**src/rtl/ctrl_pkg.sv**
```systemverilog
// Shared definitions for the trigger/capture sequencer.
// Holds the FSM state encoding, capture-mode constants and the default
// frame length. No ports.
package ctrl_pkg;

  typedef enum logic [1:0] {
    S_IDLE    = 2'd0,
    S_ARMED   = 2'd1,
    S_CAPTURE = 2'd2,
    S_DONE    = 2'd3
  } state_e;

  localparam logic [1:0] MODE_SINGLE = 2'd0;
  localparam logic [1:0] MODE_NORMAL = 2'd1;
  localparam logic [1:0] MODE_AUTO   = 2'd2;

  localparam int unsigned CAP_LEN_DEFAULT = 43;

  // Modes that re-enter ARMED after a completed frame; code 3 acts as single.
  function automatic logic is_rearm_mode(input logic [1:0] m);
    return (m == MODE_NORMAL) || (m == MODE_AUTO);
  endfunction

endpackage

```
**src/rtl/sample_tick_gen.sv**
```systemverilog
// Programmable sample-rate divider.
// Ports:
//   clk, rst : clock and synchronous active-high reset
//   load     : preload so the first enabled cycle produces a tick
//   en       : count enable
//   div      : tick period is div+1 enabled clocks
//   tick     : one-clock tick output (combinational from the count)
module sample_tick_gen (
  input  logic        clk,
  input  logic        rst,
  input  logic        load,
  input  logic        en,
  input  logic [31:0] div,
  output logic        tick
);

  logic [31:0] cnt_q, cnt_d;

  always_comb begin
    cnt_d = cnt_q;
    tick  = 1'b0;
    if (load) begin
      cnt_d = '0;
    end else if (en) begin
      if (cnt_q == '0) begin
        tick  = 1'b1;
        cnt_d = div;
      end else begin
        cnt_d = cnt_q - 32'd1;
      end
    end
  end

  always_ff @(posedge clk) begin
    if (rst) cnt_q <= '0;
    else     cnt_q <= cnt_d;
  end

endmodule

```
**src/rtl/trig_capture_ctrl.sv**
```systemverilog
// Trigger/capture sequencer for the 8-bit logic-capture path.
// Arms on request, waits for a masked pattern (level or rising-edge) trigger
// or an auto-mode timeout, then writes CAP_LEN samples into the capture RAM
// at a programmable rate.
// Ports:
//   clk, rst           : clock, synchronous active-high reset
//   arm, abort         : one-clock control pulses (abort has priority)
//   mode, sample_div   : capture mode and sample divider, latched on arm
//   q, q_set, q_mask   : probe data, trigger pattern, participating bits
//   edge_en            : 1 = rising edge of match, 0 = level (latched on arm)
//   ram_wren/waddr/wdata : capture RAM write port
//   armed, busy        : state indicators
//   frame_valid, frame_cnt, timeout_flag : status for the display path
module trig_capture_ctrl
  import ctrl_pkg::*;
#(
  parameter int unsigned CAP_LEN = CAP_LEN_DEFAULT,
  parameter int unsigned ADDR_W  = 6,
  parameter int unsigned AUTO_TO = 1_000_000
) (
  input  logic              clk,
  input  logic              rst,
  input  logic              arm,
  input  logic              abort,
  input  logic [1:0]        mode,
  input  logic [31:0]       sample_div,
  input  logic [7:0]        q,
  input  logic [7:0]        q_set,
  input  logic [7:0]        q_mask,
  input  logic              edge_en,
  output logic              ram_wren,
  output logic [ADDR_W-1:0] ram_waddr,
  output logic [7:0]        ram_wdata,
  output logic              armed,
  output logic              busy,
  output logic              frame_valid,
  output logic [7:0]        frame_cnt,
  output logic              timeout_flag
);

  state_e            state_q, state_d;
  logic [7:0]        q_r_q, q_r_d;
  logic              match_prev_q, match_prev_d;
  logic [1:0]        mode_q, mode_d;
  logic [31:0]       div_q, div_d;
  logic              edge_en_q, edge_en_d;
  logic [31:0]       to_cnt_q, to_cnt_d;
  logic [ADDR_W-1:0] idx_q, idx_d;
  logic              wren_q, wren_d;
  logic [ADDR_W-1:0] waddr_q, waddr_d;
  logic [7:0]        wdata_q, wdata_d;
  logic              fv_q, fv_d;
  logic [7:0]        fcnt_q, fcnt_d;
  logic              tflag_q, tflag_d;

  logic match, trig, to_hit, tick;

  sample_tick_gen u_tick (
    .clk  (clk),
    .rst  (rst),
    .load (state_q != S_CAPTURE),
    .en   (state_q == S_CAPTURE),
    .div  (div_q),
    .tick (tick)
  );

  always_comb begin
    q_r_d        = q;
    match        = (((q_r_q ^ q_set) & q_mask) == '0);
    match_prev_d = match;
    trig         = edge_en_q ? (match & ~match_prev_q) : match;
    to_hit       = (mode_q == MODE_AUTO) && (to_cnt_q == 32'(AUTO_TO - 1));

    state_d   = state_q;
    mode_d    = mode_q;
    div_d     = div_q;
    edge_en_d = edge_en_q;
    to_cnt_d  = to_cnt_q;
    idx_d     = idx_q;
    wren_d    = 1'b0;
    waddr_d   = waddr_q;
    wdata_d   = wdata_q;
    fv_d      = fv_q;
    fcnt_d    = fcnt_q;
    tflag_d   = tflag_q;

    unique case (state_q)
      S_IDLE: begin
        if (arm) begin
          state_d   = S_ARMED;
          mode_d    = mode;
          div_d     = sample_div;
          edge_en_d = edge_en;
          to_cnt_d  = '0;
        end
      end
      S_ARMED: begin
        if (trig || to_hit) begin
          state_d = S_CAPTURE;
          tflag_d = ~trig;      // a real trigger in the timeout cycle wins
          fv_d    = 1'b0;
          idx_d   = '0;
        end else if (mode_q == MODE_AUTO) begin
          to_cnt_d = to_cnt_q + 32'd1;
        end
      end
      S_CAPTURE: begin
        // The final write is still registered when the FSM moves to DONE,
        // so it appears on the RAM port during the DONE cycle.
        if (tick) begin
          wren_d  = 1'b1;
          waddr_d = idx_q;
          wdata_d = q_r_q;
          idx_d   = idx_q + ADDR_W'(1);
          if (idx_q == ADDR_W'(CAP_LEN - 1)) state_d = S_DONE;
        end
      end
      S_DONE: begin
        fv_d   = 1'b1;
        fcnt_d = fcnt_q + 8'd1;
        if (is_rearm_mode(mode_q)) begin
          state_d  = S_ARMED;
          to_cnt_d = '0;
        end else begin
          state_d = S_IDLE;
        end
      end
      default: state_d = S_IDLE;
    endcase

    // Abort freezes all status and cancels the write scheduled this cycle.
    if (abort) begin
      state_d   = S_IDLE;
      mode_d    = mode_q;
      div_d     = div_q;
      edge_en_d = edge_en_q;
      to_cnt_d  = to_cnt_q;
      idx_d     = idx_q;
      wren_d    = 1'b0;
      waddr_d   = waddr_q;
      wdata_d   = wdata_q;
      fv_d      = fv_q;
      fcnt_d    = fcnt_q;
      tflag_d   = tflag_q;
    end
  end

  always_ff @(posedge clk) begin
    if (rst) begin
      state_q      <= S_IDLE;
      q_r_q        <= '0;
      match_prev_q <= 1'b0;
      mode_q       <= MODE_SINGLE;
      div_q        <= '0;
      edge_en_q    <= 1'b0;
      to_cnt_q     <= '0;
      idx_q        <= '0;
      wren_q       <= 1'b0;
      waddr_q      <= '0;
      wdata_q      <= '0;
      fv_q         <= 1'b0;
      fcnt_q       <= '0;
      tflag_q      <= 1'b0;
    end else begin
      state_q      <= state_d;
      q_r_q        <= q_r_d;
      match_prev_q <= match_prev_d;
      mode_q       <= mode_d;
      div_q        <= div_d;
      edge_en_q    <= edge_en_d;
      to_cnt_q     <= to_cnt_d;
      idx_q        <= idx_d;
      wren_q       <= wren_d;
      waddr_q      <= waddr_d;
      wdata_q      <= wdata_d;
      fv_q         <= fv_d;
      fcnt_q       <= fcnt_d;
      tflag_q      <= tflag_d;
    end
  end

  assign ram_wren     = wren_q;
  assign ram_waddr    = waddr_q;
  assign ram_wdata    = wdata_q;
  assign armed        = (state_q == S_ARMED);
  assign busy         = (state_q != S_IDLE);
  assign frame_valid  = fv_q;
  assign frame_cnt    = fcnt_q;
  assign timeout_flag = tflag_q;

endmodule

```
**config.mk**
```make
export PLATFORM = sky130hd
export DESIGN_NAME = trig_capture_ctrl
export DESIGN_NICKNAME = d
export VERILOG_FILES = /design/src/rtl/ctrl_pkg.sv /design/src/rtl/sample_tick_gen.sv /design/src/rtl/trig_capture_ctrl.sv
export SDC_FILE = /design/constraint.sdc
export NUM_CORES = 1
export LEC_CHECK = 0
export ABC_CLOCK_PERIOD_IN_PS = 5990
export CAP_MARGIN = 15
export CORE_MARGIN = 5
export CORE_UTILIZATION = 57
export CTS_BUF_LIST = sky130_fd_sc_hd__clkbuf_8 sky130_fd_sc_hd__clkbuf_16
export DETAILED_ROUTE_END_ITERATION = 8
export PLACE_DENSITY = 0.82
export RECOVER_POWER = 25
export SETUP_SLACK_MARGIN = 0.2
export SYNTH_ARGS = -nofsm -noshare
export SYNTH_HDL_FRONTEND = slang
export SYNTH_SLANG_ARGS = --single-unit
```
**constraint.sdc**
```tcl
create_clock -name clk -period 5.99 [get_ports clk]
set_clock_uncertainty 0.05 [all_clocks]
set_input_delay 0.599 -clock clk [delete_from_list [all_inputs] [get_ports clk]]
set_output_delay 0.599 -clock clk [all_outputs]
set_load 0.01 [all_outputs]
```
==> qor.txt <==
Core box area -> 11400 sq um
CTS root buf -> clkbuf_16
Internal -> 1.65 mW
Final setup fails -> 0
Layout cells sized above 1 -> 0.0756
R2r setup slk -> 2810 ps
Wirelength per Cell -> 15.8 um
Inserted Diodes -> 0
Worst-Margin Slew -> 1880 ps
Largest area contributor in the synthesized netlist -> dfxtp_1
Synth Warn # -> 0
Rel. slew slack -> -0.256
Post-synth ARST share -> 0
# IOs -> 90
Final nets -> 961
Row Count -> 39
Maximum vdd ir drop -> 266 uV
Leakage Power -> 2.95 nW
Fin. Hold Viols -> 0
Routed Antenna Nets -> 0
Clk slew on worst S/H paths -> 60 ps
Overflow after GRT -> 0
Synth Flop Type -> dfxtp_1
Worst path arrival time -> 3550 ps
Critical Path RT -> 6250 ps
Total GRT Usage -> 0.241
Post-Syn Area -> 6630 sq um
Input/output buffers -> 89
Max Buffers Root-to-Sink -> 2
NetSw -> 0.493 mW
Seq cells post-synth -> 141
EDFF count, synth -> 0
Pin count of the biggest net entering global routing -> 57
Iteration-0 DRC Markers -> 521
Syn nets -> 891
PwrDens -> 263 nW/um^2
Final Critical Period -> 3280 ps
Via count -> 6161
Mean area per synthesized cell -> 8.12 sq um
Crit. End Element -> flip-flop
Clk_lat worst skew -> 420 ps
Fmax -> 305 MHz
Placer Congestion -> 0.872
Synth top area cells -> dfxtp_1, nand2_1, a21oi_1, nor2_1, mux2i_1
Seq. cell area -> 2820 sq um
Sequential Power Share -> 0.452
Final period util -> 0.548
Most frequent cell after synthesis -> nand2_1
Violated checks -> capacitance limit, slew limit
RSZ-0062 raised after global routing -> false
Core Util, Final -> 0.714
Vias per cell -> 5.91
Drt total wl -> 16500 um
Switching share of power -> 0.230
H-Tree Depth -> 4
Setup TNS -> 0 ps
HP Class -> reg2reg
CP Class -> in2reg
Cell count after synthesis -> 817
Logic pwr share -> 0.082
Status -> complete, but fails checks
Starting Density -> 0.581
Area of the multi-input gates -> 3580 sq um
Antenna violations before repair -> 0
Num CTS Buffers -> 17
First-pass GRT wire length -> 28200 um
DRC viols -> 0
Drt pass-1 iters -> 5
Clk sinks -> 141
TritonCTS clock tree -> yes
CTS Hold Bufs -> 0
Maxcap violations -> 3
Final HPWL DP -> 11300 um
Sequential share of the synthesized area -> 0.426
Clock power frac -> 0.467
Die Span X -> 118 um
Top cells by count, synth -> nand2_1, dfxtp_1, a21oi_1
Post-synth top area share -> 0.426
Number of global-route vias before repair -> 6011
Max FO, Critical Path -> 45
Fillers -> 872
Die Height -> 118 um
Fin. max-slew vios -> 117
Unique masters post-synth -> 49
CP startpoint kind -> input pin
PostCTS Resize Cnt -> 0
Area growth syn-to-layout -> 22.9%
Die area -> 13900 sq um
Setup Fix Bufs, Post-CTS -> 0
layout make-up:
cell class                      instances  share of cell area
Tap cell                              143              0.0220
Inverter                               14             0.00645
Clock inverter                         11              0.0112
Timing Repair Buffer                   96               0.115
Clock buffer                           21              0.0590
Sequential cell                       141               0.346
Multi-Input combinational cell        617               0.440
critical path, cell delays in order:
cell and delay (ps):
clkbuf_1 1090, clkbuf_1 1440, nor3b_1 110, a32o_1 290
path summary, 6_finish.rpt:
| path | end | cells past startpoint | startpoint |
|---|---|---|---|
| max | idx_q[5] | 4 | rst |
| min | div_q[7] | 2 | div_q[7] |
| max reg2reg | idx_q[5] | 6 | u_tick.cnt_q[20] |
| min reg2reg | div_q[7] | 2 | div_q[7] |
sequential cells by signal (all words and copies together) (netlist names):
signal	count
div_q	32
edge_en_q	1
frame_cnt	8
frame_valid	1
idx_q	6
match_prev_q	1
mode_q	2
q_r_q	8
ram_waddr	6
ram_wdata	8
ram_wren	1
state_q	2
timeout_flag	1
to_cnt_q	32
u_tick.cnt_q	32
layout by cell type (no fill, tap or decap), types with 4 or more instances in the layout:
cell type	instances
nor4b_1	5
nor2b_1	11
clkdlybuf4s50_1	87
or4_1	12
inv_1	14
o31ai_1	10
clkinv_2	5
or2_2	23
or3_1	12
nor4_1	11
a211oi_1	25
mux2i_1	22
clkbuf_8	4
nand4_1	21
nor3_1	30
nor2_1	59
a22oi_1	4
and4_1	4
ha_1	11
and3_1	14
xor2_1	18
o21ai_0	15
o41ai_1	4
dfxtp_1	141
nand2_1	154
o211ai_1	4
nand3_1	23
a21oi_1	72
clkbuf_16	17
xnor2_1	19
per-stage QoR:
stage	worst slack, ps	total power, mW	std cells	hold WS [ps]	cell area [sq um]
final	2710	2.14	1043	405	8150
after global routing	2330	2.22	1043	431	8150
after CTS	2860	2.15	1041	406	8130
after detailed placement	2760	1.16	1009	398	7560
after global placement	2880	1.15	1008	389	7550
after floorplan	3360	1.09	817	382	6630
cell families (layout without fill, tap and decap cells):
kind of cell    after synthesis  count (layout)  share of synthesized area
flops                       141             141                      0.426
xor+xnor                     37              37                     0.0489
simple gates                394             394                      0.291
buf+inv                      59             142                     0.0353
compound gates              152             152                      0.144
fa+ha+maj                    11              11                     0.0208
mux                          23              23                     0.0349
power by group through the flow:
stage                     Clock [mW]  Combinational [mW]  Sequential, mW
final                          0.998               0.175           0.966
after global routing            1.06               0.193           0.967
after CTS                       1.02               0.173           0.966
after detailed placement           0               0.172           0.986
after global placement             0               0.165           0.985
after floorplan                    0               0.105           0.982
routing by layer:
metal	GRT usage	vias to the layer above	wire [um]
met5	0	-	0
met4	0.0925	0	343
met3	0.0649	31	871
met2	0.407	180	8250
met1	0.292	2912	7010
li1	-	3038	-
Note: power is estimated with default switching activity, not from simulation.
